<file path="src/rtl/rptr_sync_pkg.sv">
// rtl/rptr_sync_pkg.sv - shared Gray/binary helpers and FIFO pointer width
package rptr_sync_pkg;

  // Default pointer width, shared by the read and write sides of the FIFO
  localparam int FIFO_ADDR_WIDTH = 4;

  // Binary to Gray: one bit changes per increment, safe to sample across domains
  function automatic logic [31:0] flex_bin2gray(input logic [31:0] bin);
    return bin ^ (bin >> 1);
  endfunction

  // Gray to binary: each binary bit is the XOR of all Gray bits at or above it.
  // Callers zero-extend narrower pointers, so the unused upper bits stay 0.
  function automatic logic [31:0] flex_gray2bin(input logic [31:0] gray);
    logic [31:0] bin;
    bin[31] = gray[31];
    for (int i = 30; i >= 0; i--) begin
      bin[i] = bin[i+1] ^ gray[i];
    end
    return bin;
  endfunction

endpackage

</file>
<file path="src/rtl/sync_2ff.sv">
// rtl/sync_2ff.sv - two-flop synchronizer for a Gray-coded pointer bus
module sync_2ff #(
  parameter int WIDTH = 4
) (
  input  logic             clk,
  input  logic             rst,
  input  logic [WIDTH-1:0] d,
  output logic [WIDTH-1:0] q
);

  logic [WIDTH-1:0] s1;
  logic [WIDTH-1:0] s2;

  // Two back-to-back flops; the first may go metastable, the second settles it
  always_ff @(posedge clk) begin
    if (rst) begin
      s1 <= '0;
      s2 <= '0;
    end else begin
      s1 <= d;
      s2 <= s1;
    end
  end

  assign q = s2;

endmodule

</file>
<file path="src/rtl/rptr_sync.sv">
// rtl/rptr_sync.sv - read-side pointer, empty/almost-empty and underflow control
module rptr_sync
  import rptr_sync_pkg::*;
#(
  parameter int ADDR_WIDTH = FIFO_ADDR_WIDTH,
  parameter int AE_THRESH  = 2
) (
  input  logic                  rclk,
  input  logic                  r_rst,
  input  logic                  rinc,
  input  logic [ADDR_WIDTH-1:0] wptr,
  output logic [ADDR_WIDTH-1:0] raddr,
  output logic [ADDR_WIDTH-1:0] rptr,
  output logic [ADDR_WIDTH-1:0] sync_wptr,
  output logic                  empty,
  output logic                  almost_empty,
  output logic [ADDR_WIDTH-1:0] rcount,
  output logic                  underflow
);

  logic [ADDR_WIDTH-1:0] tran_waddr;
  logic [ADDR_WIDTH-1:0] raddr_next;
  logic                  pop;

  // Bring the write pointer into rclk before any decision uses it
  sync_2ff #(
    .WIDTH(ADDR_WIDTH)
  ) u_wptr_sync (
    .clk (rclk),
    .rst (r_rst),
    .d   (wptr),
    .q   (sync_wptr)
  );

  // Occupancy and flags derive only from registers, so wptr cannot glitch them
  always_comb begin
    tran_waddr   = ADDR_WIDTH'(flex_gray2bin(32'(sync_wptr)));
    empty        = (raddr == tran_waddr);
    rcount       = tran_waddr - raddr;
    almost_empty = ($unsigned(32'(rcount)) <= $unsigned(32'(AE_THRESH)));
    pop          = rinc && !empty;
    raddr_next   = pop ? raddr + 1'b1 : raddr;
  end

  // Advance the read address, publish its Gray form, latch underflow until reset
  always_ff @(posedge rclk) begin
    if (r_rst) begin
      raddr     <= '0;
      rptr      <= '0;
      underflow <= 1'b0;
    end else begin
      raddr <= raddr_next;
      rptr  <= ADDR_WIDTH'(flex_bin2gray(32'(raddr_next)));
      if (rinc && empty) begin
        underflow <= 1'b1;
      end
    end
  end

endmodule

</file>
<file path="config.mk">
export PLATFORM = sky130hd
export DESIGN_NAME = rptr_sync
export DESIGN_NICKNAME = d
export VERILOG_FILES = /design/src/rtl/rptr_sync_pkg.sv /design/src/rtl/sync_2ff.sv /design/src/rtl/rptr_sync.sv
export SDC_FILE = /design/constraint.sdc
export NUM_CORES = 1
export LEC_CHECK = 0
export ABC_CLOCK_PERIOD_IN_PS = 2300
export CAP_MARGIN = 20
export CORE_ASPECT_RATIO = 0.75
export CORE_UTILIZATION = 39
export DETAILED_ROUTE_END_ITERATION = 12
export PLACE_DENSITY = 0.74
export SETUP_SLACK_MARGIN = 0.02
export SLEW_MARGIN = 25
export SYNTH_ARGS = -nofsm -noshare
export SYNTH_HDL_FRONTEND = slang
export SYNTH_HIERARCHICAL = 1
export SYNTH_SLANG_ARGS = --single-unit
</file>
<file path="constraint.sdc">
create_clock -name rclk -period 2.3 [get_ports rclk]
set_clock_uncertainty 0.15 [all_clocks]
set_input_delay 0.46 -clock rclk [delete_from_list [all_inputs] [get_ports rclk]]
set_output_delay 0.46 -clock rclk [all_outputs]
set_load 0.02 [all_outputs]
</file>
== Yosys cells after proc, flatten, opt, wreduce, memory -nomap -nowiden ==
Cells that the tools add are included.
Storage, ports and cells
  output and inout bits: 19
  bits in latches: 0
  RAM bits: 0
  memories: 0
  bits of input ports: 7
  logic and storage cells: 17
  ROM bits: 0
  bits in registers: 17
Cells by class
  div/mod/pow operators: 0
  magnitude comparators: 1
  add/sub/neg operators: 2
  reductions and logical operators: 3
  mux-type cells: 1
  bitwise operators: 4
  eq/ne operators: 1
  shift operators: 0
  multipliers: 0
Operators by type and width (number)
  4-bit by 1-bit adder with 4-bit output (second input constant): 1
  4-bit == test: 1
  4-bit by 2-bit <= comparator with 1-bit output (second input constant): 1
  4-bit two-way mux: 1
  4-bit subtractor: 1
  4-bit by 3-bit XOR with 4-bit output: 1
  1-bit XOR: 3
  1-bit logical AND: 2
  1-bit zero test: 1

== Longest topological paths before layout ==
Gate-level depths: netlist of the first run.
  depth after elaboration: 8
  depth in mapped cells: 8
  depth with buffers taken out: 8

== By module ==
The synthesis of the first run kept the hierarchy.
Modules (own cells, without submodules)
  rptr_sync: area each 551.8 um^2, cells each 61, instances 1
  sync_2ff: area each 210.2 um^2, cells each 16, instances 1

== Worst setup path before layout of the first run ==
OpenSTA, ideal clock, no wires.
  path type: reg2out
  from: register u_wptr_sync.s2[3] (netlist: u_wptr_sync/q[3])
  to: output almost_empty
  slack: -955 ps
  required time: 1690 ps
  stages on the path, launching flop included: 8
  data arrival time: 2645 ps
  buffers on the path: 0
  cell sequence: dfxtp_1 > xor2_1 > xor2_1 > xnor2_1 > ha_1 > inv_1 > fa_1 > a221oi_1
Between the ends
  cells in the longest elaborated chain, start to end: 5
RTL lines
  from (decl): RTL line sync_2ff.sv:12  | logic [WIDTH-1:0] s2;
  from (signal assigned): RTL line sync_2ff.sv:18  | s2 <= '0;
  from (signal assigned): RTL line sync_2ff.sv:21  | s2 <= s1;
  1-bit XOR (*) (2 in a row): RTL line rptr_sync_pkg.sv:18  | bin[i] = bin[i+1] ^ gray[i];
  1-bit XOR: RTL line rptr_sync_pkg.sv:18
  4-bit subtractor (*): RTL line rptr_sync.sv:39  | rcount = tran_waddr - raddr;
  named net rcount[1]: RTL line rptr_sync.sv:17  | output logic [ADDR_WIDTH-1:0] rcount,
  4-bit by 2-bit <= comparator with 1-bit output (*): RTL line rptr_sync.sv:40  | almost_empty = ($unsigned(32'(rcount)) <= $unsigned(32'(AE_THRESH)));
  to (decl): RTL line rptr_sync.sv:16  | output logic almost_empty,
The timed path passes the listed nets; every way through them passes the cells marked *.

== Worst setup path in the final report of the first run ==
  from: register u_wptr_sync.s2[2] (netlist: u_wptr_sync/q[2])
  to: output almost_empty
Between the ends
  cells in the longest elaborated chain, start to end: 5
RTL lines (RTL line)
  1-bit XOR (*): rptr_sync_pkg.sv:18
  1-bit XOR (2 in a row): rptr_sync_pkg.sv:18
  4-bit subtractor (*): rptr_sync.sv:39
  4-bit by 2-bit <= comparator with 1-bit output (*): rptr_sync.sv:40
Mark *: on every way between the ends. The rest lies on a longest branch, timed or not.

==> results of run 1 <==
[registers in the layout, indices dropped and copies added (netlist names)]
register,count
rptr,3
u_wptr_sync/q,4
underflow,1
raddr,4
u_wptr_sync/s1,4
[layout make-up]
| class | instances | share of cell area, % |
|---|---|---|
| Clock buffer | 3 | 1.64 |
| Clock inverter | 1 | 0.273 |
| Inverter | 6 | 1.64 |
| Multi-Input combinational cell | 53 | 39.5 |
| Sequential cell | 16 | 23.9 |
| Tap cell | 22 | 2.00 |
| Timing Repair Buffer | 45 | 31.1 |
[what timing repair did]
item | 4_1_cts | 5_1_grt
buffers inserted | 3 | 2
hold buffers | 0 | 0
resized for setup | 49 | 5
endpoints found under the setup margin | 11 | 13
gates cloned | 0 | 0
pin swaps | 8 | 4
[metal layers]
layer  global-route usage, %  up-vias
met5                       0        -
met4                    5.92        0
met3                    6.82        3
met2                    31.0       22
met1                    20.6      300
li1                        -      343
[kinds of logic after synthesis]
logic type | after synthesis | share of synthesized area (%)
AO/OA/AOI/OAI | 8 | 7.06
XOR/XNOR | 10 | 12.5
adder cells (fa/ha/maj) | 5 | 9.20
buffers and inverters | 8 | 4.43
flip-flops | 16 | 42.0
multiplexers | 6 | 8.37
AND/OR/NAND/NOR | 24 | 16.4
[cells in the mapped netlist, drive strengths merged]
| cell type | instances | area [sq um] |
|---|---|---|
| mux2i | 3 | 30.0 |
| nor2b | 10 | 62.6 |
| and2 | 1 | 6.26 |
| nor2 | 9 | 33.8 |
| mux2 | 3 | 33.8 |
| nand3 | 2 | 10.0 |
| inv | 6 | 22.5 |
| or3 | 1 | 6.26 |
| a221oi | 1 | 8.76 |
| o211ai | 1 | 7.51 |
| ha | 4 | 50.1 |
| a21o | 1 | 8.76 |
| xor2 | 7 | 68.8 |
| fa | 1 | 20.0 |
| dfxtp | 16 | 320 |
| a21oi | 2 | 10.0 |
| xnor2 | 3 | 26.3 |
| and3 | 1 | 6.26 |
| o21ai | 3 | 18.8 |
| buf | 2 | 11.3 |
[how the worst max path moves through the flow]
stage                                startpoint      endpoint  depth (start not counted)
finish              u_wptr_sync/q[2]$_SDFF_PP0_  almost_empty                          8
detailed placement  u_wptr_sync/q[2]$_SDFF_PP0_  almost_empty                          9
CTS                 u_wptr_sync/q[2]$_SDFF_PP0_     rcount[2]                         10
floorplan           u_wptr_sync/q[3]$_SDFF_PP0_  almost_empty                          7
global route        u_wptr_sync/q[2]$_SDFF_PP0_  almost_empty                          9
global placement    u_wptr_sync/q[2]$_SDFF_PP0_  almost_empty                          9
[where the power goes]
group / switching (W) / internal (W) / total [W]
Clock: 0.0000884 / 0.0000632 / 0.000152
Sequential: 0.0000114 / 0.000302 / 0.000313
Combinational: 0.000287 / 0.000342 / 0.000629
Total: 0.000386 / 0.000707 / 0.00109
[through the flow]
stage	setup slack, ns	area [sq um]	power, W	setup TNS [ns]	hold WS [ns]
floorplan	-0.389	850	0.000623	-0.791	0.262
global placement	-0.742	1240	0.000839	-3.41	0.271
detailed placement	-0.776	1240	0.000850	-3.63	0.276
CTS	-0.635	1350	0.00107	-2.88	0.295
global route	-0.749	1370	0.00117	-4.36	0.308
finish	-0.622	1370	0.00109	-2.92	0.292
==> impl_metrics.py, run 1 <==
metrics = {
    "routing": {
        "ant_nets": 0,
        "wl_met2_microns": 822,
        "routedWlPerCell_microns": 11.2,
        "drt-total-wl_microns": 1640,
        "top_layer": "met4",
        "drt_pass1_iterations": 4,
        "detailroute.via_count": 668,
        "viasPerCell": 4.58,
        "wl_met1_microns": 712,
        "wl_met3_microns": 84,
        "drcViolationCount": 0,
        "drt_iter0_drc": 8,
    },
    "run_status": {
        "violations": "negative setup slack",
        "status": "finished, violations left",
    },
    "clock_network": {
        "cts-root-buf": "clkbuf_4",
        "path_clk_slew_ns": 0.08,
        "tritoncts": "done",
        "clock_latency_ns": 0.29,
        "clockBufferDepth": 2,
        "clock-sinks": 16,
        "numCtsBuffers": 3,
        "htreeDepth": 1,
    },
    "global_routing": {
        "grt_usage_pct": 17.9,
        "grt_max_degree": 15,
        "grt_pass1_wl_microns": 2530,
        "grt-ovfl-total": 0,
        "antenna_found_initial": 0,
        "grt_pass1_vias": 555,
    },
    "final_layout": {
        "fill_cells": 134,
        "mostFrequentLayoutCell": "clkdlybuf4s50_1",
        "final_core_util_pct": 76.8,
        "syn2layout_area_growth_pct": 80.3,
        "most-common-layout-cells": "clkdlybuf4s50_1, buf_4, dfxtp_1",
        "drive_gt1_share_pct": 43.5,
        "fin_nets": 137,
        "fin_cells": 146,
        "seq_area_sq_um": 328,
        "multiInputGateArea_sq_um": 543,
        "antenna_cells": 0,
    },
    "sta": {
        "worst_pin_slew_ns": 0.526,
        "slew_violations": 0,
        "rsz0062_at_grt": "true",
        "max_freq_mhz": 342,
        "slew_headroom_pct": 64.9,
        "finalCriticalPeriod_ns": 2.92,
        "layout_setup_ws_ns": -0.622,
        "final_hold_viol_count": 0,
        "setup_viol": 11,
        "timing.final.crit_share_pct": 127,
    },
    "synth": {
        "syn-num-nets": 89,
        "netlist_area_sq_um": 762,
        "synth_cells": 77,
        "ys_ff_latch": 16,
        "ys_types": 23,
        "seq_area_frac_synth_pct": 42.0,
        "syn_avg_cell_area_sq_um": 9.90,
        "yosys_warnings": 6,
    },
    "critical_path": {
        "critical_path_class": "reg2out",
        "reg2reg_depth": 10,
        "crit_buf_inv": 2,
        "end_kind": "primary output",
        "slowest_stage": "fa_2",
        "cp_data_arrival_time_ns": 2.31,
        "cp_data_required_time_ns": 1.69,
        "cp_top_family": "adder cells",
        "r2r_slack_ns": -0.22,
        "cp_slowest_stage_delay_ns": 0.45,
        "worst-path-max-fanout": 2,
        "worst_setup_path_start_kind": "flop",
        "r2r-end": "rptr[0]$_SDFF_PP0_",
        "r2r-start": "u_wptr_sync/q[2]$_SDFF_PP0_",
        "cp_cell_sequence": "xor2_4 -> xor2_2 -> xnor2_1 -> ha_2 -> inv_2 -> fa_2 -> a221oi_4 -> buf_6",
    },
    "placement": {
        "hpwl_microns": 1200,
        "portBuffers": 25,
        "globalplace.congestion": 0.787,
        "dp.cells": 139,
    },
    "min_path": {
        "min_path_cells": 1,
        "hp-class": "reg2reg",
        "whs_endpoint": "u_wptr_sync/q[2]$_SDFF_PP0_",
        "hp-start": "u_wptr_sync/s1[2]$_SDFF_PP0_",
    },
    "power_and_ir_drop": {
        "powerDensity_nw_per_um2": 796,
        "peakVddDrop_v": 0.000562,
        "leakagePower_nw": 0.574,
    },
    "die": {
        "initial_core_util_pct": 42.6,
        "io_pins": 26,
        "rows": 13,
        "die_w_microns": 53.0,
        "core-area_sq_um": 1790,
        "die_h_microns": 40.3,
        "dieArea_sq_um": 2140,
    },
    "job": {
        "cap_violations": 0,
    },
}
Power figures use the tool's default switching activity.
==> run 2: changes to the inputs <==
--- a/config.mk
+++ b/config.mk
@@ -5,12 +5,14 @@
 export SDC_FILE = /design/constraint.sdc
 export NUM_CORES = 1
 export LEC_CHECK = 0
+export ABC_AREA = 1
 export ABC_CLOCK_PERIOD_IN_PS = 2300
 export CAP_MARGIN = 20
 export CORE_ASPECT_RATIO = 0.75
-export CORE_UTILIZATION = 39
+export CORE_UTILIZATION = 40
 export DETAILED_ROUTE_END_ITERATION = 12
-export PLACE_DENSITY = 0.74
+export HOLD_SLACK_MARGIN = 0.12
+export PLACE_DENSITY = 0.75
 export SETUP_SLACK_MARGIN = 0.02
 export SLEW_MARGIN = 25
 export SYNTH_ARGS = -nofsm -noshare
==> run 2 against run 1 <==
The flow still finishes with violations (negative setup slack). Via count rose by 9.3%. Area after synthesis up 6.2%. Count of clock-buffer cells in the layout stayed put. Wire length increased by 13%. Maximum frequency fell by 2.8%. Largest cell class unchanged. Highest routed layer unchanged.
==> impl_metrics.py, run 2 <==
metrics = {
    "clock_network": {
        "numCtsBuffers": 3,
        "clock_latency_ns": 0.28,
        "htreeDepth": 1,
        "tritoncts": "done",
        "clockBufferDepth": 2,
        "path_clk_slew_ns": 0.09,
        "cts-root-buf": "clkbuf_4",
        "hold_buffers": 0,
        "clock-sinks": 16,
    },
    "global_routing": {
        "grt_max_degree": 13,
        "antenna_found_initial": 0,
        "gr-usage-met3_pct": 4.44,
        "grt_use_met2_pct": 34.6,
        "busiest_layer": "met2",
        "grt_pass1_vias": 710,
        "grt_pass1_wl_microns": 2930,
        "grt_usage_pct": 20.0,
        "use_met1_pct": 23.2,
        "grt-ovfl-total": 0,
    },
    "final_layout": {
        "fin_nets": 153,
        "drive_gt1_share_pct": 34.3,
        "stdcell_area_sq_um": 1310,
        "antenna_cells": 0,
        "most-common-layout-cells": "clkdlybuf4s50_1, inv_1, nand2_1, nor2_1, dfxtp_1",
        "syn2layout_area_growth_pct": 62.1,
        "mostFrequentLayoutCell": "clkdlybuf4s50_1",
    },
    "synth": {
        "synthTopCellsByArea": "dfxtp_1, inv_1, nand2_1",
        "synth_top_area_share_pct": 39.6,
        "seq_area_frac_synth_pct": 39.6,
        "yosys_warnings": 6,
        "ys_ff_latch": 16,
        "synth_commonest_cells": "inv_1, nand2_1, dfxtp_1",
        "yosys.area.top_type": "dfxtp_1",
        "ys_types": 21,
        "async_reset_ff_share_pct": 0,
        "netlist_area_sq_um": 810,
        "syn_avg_cell_area_sq_um": 7.94,
        "synth_cells": 102,
        "synth-edff-count": 0,
        "syn-num-nets": 114,
        "synth_ff_type": "dfxtp_1",
    },
    "critical_path": {
        "end_kind": "primary output",
        "cpMostUsedCell": "xor2_2",
        "cp_data_arrival_time_ns": 2.40,
        "worst-path-max-fanout": 2,
        "worst_setup_path_start_kind": "flop",
        "slowest_stage": "dfxtp_4",
        "cp_cell_sequence": "xor2_4 -> xor2_2 -> xnor2_2 -> ha_4 -> inv_2 -> fa_2 -> xor2_2 -> a21o_1 -> nor2_4 -> buf_6",
        "cp_data_required_time_ns": 1.69,
        "critical_path_class": "reg2out",
        "cp_slowest_stage_delay_ns": 0.37,
    },
    "placement": {
        "portBuffers": 25,
        "post-place-ws_ns": -0.843,
        "hpwl_microns": 1430,
        "globalplace.congestion": 0.755,
        "placed_area_sq_um": 1190,
    },
    "run_status": {
        "status": "finished, violations left",
        "violations": "negative setup slack",
    },
    "routing": {
        "drt-total-wl_microns": 1850,
        "viasPerCell": 4.51,
        "ant_nets": 0,
        "drt_pass1_iterations": 4,
        "drcViolationCount": 0,
        "drt_iter0_drc": 8,
        "routedWlPerCell_microns": 11.4,
        "detailroute.via_count": 730,
    },
    "job": {
        "cap_violations": 0,
    },
    "die": {
        "dieArea_sq_um": 2210,
        "rows": 13,
        "die_w_microns": 53.9,
        "initial_core_util_pct": 44.4,
        "core-area_sq_um": 1820,
        "die_h_microns": 41.0,
        "io_pins": 26,
    },
    "power_and_ir_drop": {
        "leakagePower_nw": 0.621,
        "peakVddDrop_v": 0.000655,
        "powerDensity_nw_per_um2": 940,
    },
    "sta": {
        "slew_headroom_pct": 69.3,
        "finalCriticalPeriod_ns": 3.01,
        "max_freq_mhz": 333,
        "rsz0062_at_grt": "true",
        "setup_viol": 6,
        "timing.final.crit_share_pct": 131,
        "slew_violations": 0,
        "worst_pin_slew_ns": 0.459,
        "layout_setup_ws_ns": -0.706,
        "final_hold_viol_count": 0,
    },
    "min_path": {
        "hp-class": "reg2reg",
    },
}
==> run 2: changes by cell type after synthesis, moves of 2 or more <==
cell     change
nor2b_1     -10
nor2_1       +6
xor2_1       -5
nand2_4      +2
nand2_1     +20
mux2_2       -3
inv_1       +14
a21o_1       +2
mux2i_1      -3
nand2_2      +3
o21ai_0      -2
nand3_1      +2
==> run 2: metal layers <==
layer  wire, microns  vias to the layer above
met5               0                        -
met3              70                        6
met4              45                        0
met1             800                      325
met2             936                       22
li1                -                      377
==> run 2: area by class of cell <==
type / count / area [sq um]
Sequential cell: 16 / 328
Inverter: 21 / 81.3
Clock buffer: 3 / 22.5
Multi-Input combinational cell: 63 / 510
Clock inverter: 1 / 3.75
Fill cell: 138 / 509
Timing Repair Buffer: 36 / 339
Tap cell: 22 / 27.5
==> run 2: logic make-up after synthesis <==
kind of cell	share of synthesized area, %
buffers and inverters	12.1
AND/OR/NAND/NOR	26.3
XOR/XNOR	10.4
adder cells (fa/ha/maj)	8.66
AO/OA/AOI/OAI	3.09
flip-flops	39.6
==> run 2: path summary, 6_finish.rpt <==
kind | startpoint | endpoint | slack, ns | cells past startpoint
worst max-delay path | u_wptr_sync/q[3]$_SDFF_PP0_ | almost_empty | -0.71 | 10
worst min-delay path | u_wptr_sync/s1[3]$_SDFF_PP0_ | u_wptr_sync/q[3]$_SDFF_PP0_ | 0.25 | 2
worst max register to register | u_wptr_sync/q[3]$_SDFF_PP0_ | rptr[1]$_SDFF_PP0_ | 0.08 | 14
worst min register to register | u_wptr_sync/s1[3]$_SDFF_PP0_ | u_wptr_sync/q[3]$_SDFF_PP0_ | 0.25 | 2
==> run 2: per-stage QoR <==
stage / TNS (ns) / hold WS (ns) / power (W) / cells / util (%)
2_1_floorplan: -0.558 / 0.229 / 0.000727 / 102 / -
3_3_place_gp: -2.73 / 0.234 / 0.000969 / 157 / 65.2
3_5_place_dp: -3.24 / 0.232 / 0.000990 / 157 / 65.2
4_1_cts: -2.91 / 0.247 / 0.00115 / 162 / 67.9
5_1_grt: -3.45 / 0.281 / 0.00132 / 162 / 72.0
6_report: -2.63 / 0.247 / 0.00123 / 162 / 72.0
==> run 2: repair_timing <==
action	4_1_cts	5_1_grt
pin swaps	5	11
buffers inserted	1	2
gates resized for setup	32	19
setup endpoints to repair	7	13
==> run 2: critical path: cells and delay by family, from the launching register on <==
kind,cells,cell delay [ns]
xor gates and xnor gates,4,0.77
adders and majority gates,2,0.52
DFF,1,0.37
AOI/OAI and AO/OA,1,0.18
buffers and inverters,2,0.16
and+or+nand+nor,1,0.11
==> run 2: where the power goes <==
| group | internal, W | switching (W) |
|---|---|---|
| clock | 0.0000630 | 0.0000860 |
| sequential | 0.000315 | 0.0000174 |
| combinational | 0.000356 | 0.000397 |
==> patch 1 (flow settings as in run 1) <==
`raddr` no longer has a reset.
--- a/src/rtl/rptr_sync.sv
+++ b/src/rtl/rptr_sync.sv
@@ -45,11 +45,9 @@
   // Advance the read address, publish its Gray form, latch underflow until reset
   always_ff @(posedge rclk) begin
     if (r_rst) begin
-      raddr     <= '0;
       rptr      <= '0;
       underflow <= 1'b0;
     end else begin
-      raddr <= raddr_next;
       rptr  <= ADDR_WIDTH'(flex_bin2gray(32'(raddr_next)));
       if (rinc && empty) begin
         underflow <= 1'b1;
@@ -57,5 +55,9 @@
     end
   end
 
+  always_ff @(posedge rclk) begin
+    raddr <= raddr_next;
+  end
+
 endmodule
 
Function: differs if r_rst is asserted again (counterexample within 4 cycles, from zero or initial values and one cycle with r_rst high); with r_rst held inactive, the same outputs for 10 cycles.
==> patch 1 against run 1 <==
The run still ends with negative setup slack left. Count of clock-buffer cells in the layout stayed put. Final cell count grew 4.1%. Worst hold slack lost 0.0024 ns. Sequential share of layout area is 0.16 points lower. Synthesized area grew 1.5%. Setup slack lost 0.013 ns. Sequential cell count grew 1. Routed wire length rose by 19%. Fmax decreased by 0.45%. Non-clock buffer count grew 5. Register-to-register slack worse by 0.02 ns. Cell area increased by 6.8%. Largest cell class unchanged.
Power is not compared: it rests on default switching activity, and its combinational part moved more than twofold at a synthesized area within 25%.
==> patch 1: results (changes against run 1) <==
ys_warn_count: 6  # unchanged
final.fill_count: 109  # -19%
htree_levels: 1  # unchanged
r2r_cells: 10  # unchanged
gp_congestion: 0.748  # -5.0%
ys_seq_area_share_pct: 44.0  # +2.0 points
final_util_pct: 82.0  # +5.2 points
pre_cts_ws_ns: -0.775  # +0.000864 ns
finalHoldViolations: 0  # unchanged
track_usage_pct: 21.0  # +3.2 points
power_leakage_nw: 0.631
synth_common_cells: "dfxtp_1, nor2b_1, nor2_1"
nets: 143  # +4.4%
wl_met2_microns: 954  # +16%
synth.distinct_cells: 21  # -8.7%
hpwlAfterDp_mm: 1.35  # +12%
diodes: 0  # unchanged
violations: "negative setup slack"
min_path_cells: 1  # unchanged
synth_fp_nets: 88  # -1.1%
synthCells: 76  # -1.3%
synthXorXnorAreaFrac_pct: 13.4  # +0.95 points
setup_viol: 13  # +2
grt_pass1_wl_mm: 2.93  # +16%
fin_cells: 152  # +4.1%
use_met2_pct: 34.1  # +3.0 points
highest_layer: "met4"
met3_usage_pct: 9.09  # +2.3 points
routed_wl_mm: 1.96  # +19%
synthArstFlopShare_pct: 0  # unchanged
met1_usage_pct: 23.6  # +3.0 points
place_area_sq_um: 1280  # +3.0%
synthTopCellsByArea: "dfxtp_1, nor2b_1, ha_1, xnor2_1, xor2_1"
worst_ep_arrival_time_ns: 2.32
grt_max_degree: 11  # -4
clockBufferDepth: 2  # unchanged
setup_ws_ns: -0.635  # -0.0131 ns
clkLatencyLatePin_ns: 0.30
synth_compound_area_share_pct: 6.63  # -0.43 points
viasPerCell: 4.74  # +3.7%
wl_met1_microns: 852  # +20%
drive_gt1_share_pct: 49.2  # +5.7 points
synthAdderAreaFrac_pct: 9.06  # -0.13 points
drtIter0Drc: 4  # -4
status: "finished with violations"
first_pass_iters: 4  # unchanged
dp_cells: 142  # +2.2%
synth.area.mux_share_pct: 6.96  # -1.4 points
finalSetupTns_ns: -3.21  # -0.291 ns
grt_pass1_vias: 650  # +17%
tightest_slew_ns: 0.359  # -0.166 ns
dr_wl_met3_microns: 106  # +26%
patch 1: timing repair:
| action | in CTS | in global routing |
|---|---|---|
| setup endpoints to repair | 13 | 14 |
| cloned | 0 | 0 |
| buffers inserted | 4 | 4 |
| hold buffers | 0 | 0 |
| pin swaps | 7 | 4 |
| gates resized for setup | 47 | 17 |
patch 1: power by group through the flow:
stage	Sequential, mW	Clock (mW)	Combinational, mW
after detailed placement	0.416	0	1.42
after floorplan	0.531	0	0.705
final	0.410	0.161	1.67
after global routing	0.421	0.182	1.79
after global placement	0.411	0	1.39
after CTS	0.409	0.169	1.53
patch 1: layout make-up:
type	instances	area share [%]
inverters	6	1.53
multi-input cells	53	39.1
well taps	22	1.88
clock inverters	1	0.341
clock buffers	3	1.53
flip-flops and latches	17	23.7
repair buffers	50	31.9
patch 1: critical path: cells and delay by family (launching register included):
| family | cells | cell delay [ns] |
|---|---|---|
| flip-flops | 1 | 0.37 |
| buffers and inverters | 2 | 0.19 |
| adder cells (fa/ha/maj) | 2 | 0.67 |
| AO/OA/AOI/OAI | 1 | 0.29 |
| XOR/XNOR | 3 | 0.51 |
patch 1: final timing paths:
check	from	end	slack, ns
worst min register to register	u_wptr_sync/s1[3]	u_wptr_sync/q[3]	0.29
worst min-delay path	u_wptr_sync/s1[3]	u_wptr_sync/q[3]	0.29
worst max register to register	u_wptr_sync/q[2]	rptr[1]	-0.24
worst max-delay path	u_wptr_sync/q[2]	almost_empty	-0.63
patch 1: logic make-up after synthesis:
| logic type | Yosys count |
|---|---|
| flops | 17 |
| mux | 5 |
| fa+ha+maj | 5 |
| compound gates | 8 |
| simple gates | 24 |
| buf+inv | 6 |
| xor+xnor | 11 |
==> patch 2 (settings of run 1) <==
Made on the original files. `FIFO_ADDR_WIDTH`: 4 -> 5.
--- a/src/rtl/rptr_sync_pkg.sv
+++ b/src/rtl/rptr_sync_pkg.sv
@@ -2,7 +2,7 @@
 package rptr_sync_pkg;
 
   // Default pointer width, shared by the read and write sides of the FIFO
-  localparam int FIFO_ADDR_WIDTH = 4;
+  localparam int FIFO_ADDR_WIDTH = 5;
 
   // Binary to Gray: one bit changes per increment, safe to sample across domains
   function automatic logic [31:0] flex_bin2gray(input logic [31:0] bin);
Ports: changed (5 resized); port bits go from 26 to 31. The function was not compared with the original's and may differ.
==> patch 2 against run 1 <==
The run still ends with negative setup slack left. Power grew 18%. Synthesized area grew 38%. Sequential power grew 24%. Sequential cell count grew 4. Worst hold slack gained 0.0096 ns. Fmax shrank 18%. Synthesized cell count grew 39%. Global-route usage grew 5.5 points. Cell area grew 34%. Routed wire length grew 88%. Setup slack lost 0.66 ns. Largest cell class unchanged.
==> patch 2: results (changes against run 1) <==
dr_wl_met3_microns: 182  # +120%
synth.area.mux_share_pct: 8.10  # -0.27 points
hold_path_end: "u_wptr_sync/q[1]"
internal_power_uw: 824  # +17%
track_usage_pct: 23.4  # +5.5 points
r2r_start: "u_wptr_sync/q[3]"
use_met2_pct: 41.1  # +10 points
cpPeakStageDelay_ns: 0.38  # -0.07 ns
r2r_setup_slack_ns: -0.55  # -0.33 ns
hpwlAfterDp_mm: 2.07  # +72%
violations: "negative setup slack"
setup_ws_ns: -1.28  # -0.658 ns
drtIter0Drc: 27  # +19
multiInputGateArea_sq_um: 778  # +43%
cp_slowest_cell: "dfxtp_4"
comb_power_share_pct: 56.7  # -0.8 points
fin_cells: 202  # +38%
cts.clk_slew.worst_paths_ns: 0.11  # +0.03 ns
met1_usage_pct: 30.1  # +9.4 points
synth_fp_nets: 121  # +36%
synth.distinct_cells: 32  # +39%
setup_viol: 16  # +5
power_leakage_nw: 0.742  # +29%
holdCritStartpoint: "u_wptr_sync/s1[1]"
status: "finished with violations"
final.fill_count: 163  # +22%
gp_congestion: 0.833  # +5.8%
synthXorXnorAreaFrac_pct: 12.3  # -0.20 points
synth_compound_area_share_pct: 11.7  # +4.6 points
ys_seq_area_share_pct: 38.1  # -3.9 points
[patch 2: cell types whose count changed in the layout (fill, tap and decap cells not counted), moves of 2 or more]
cell	before	now
buf_4	15	23
nor2_1	7	12
nor2b_1	10	15
clkdlybuf4s50_1	19	23
dfxtp_1	14	18
buf_6	11	14
a21o_1	0	2
mux2_4	0	2
nand2_1	0	2
nand4_1	0	2
xnor2_1	3	5
xnor2_2	0	2
xor2_1	3	1
[patch 2: worst max-delay path by stage]
stage                         endpoint  cells past startpoint
after detailed placement  almost_empty                     12
after CTS                 almost_empty                     11
after floorplan           almost_empty                     11
after global placement    almost_empty                     12
final                     almost_empty                     12
after global routing      almost_empty                     12
[patch 2: final cells by class]
type | count | area share (%)
clock buffers | 3 | 1.23
clock inverters | 1 | 0.205
inverters | 5 | 1.02
multi-input cells | 79 | 42.4
flip-flops and latches | 20 | 22.2
well taps | 34 | 2.32
repair buffers | 60 | 30.6
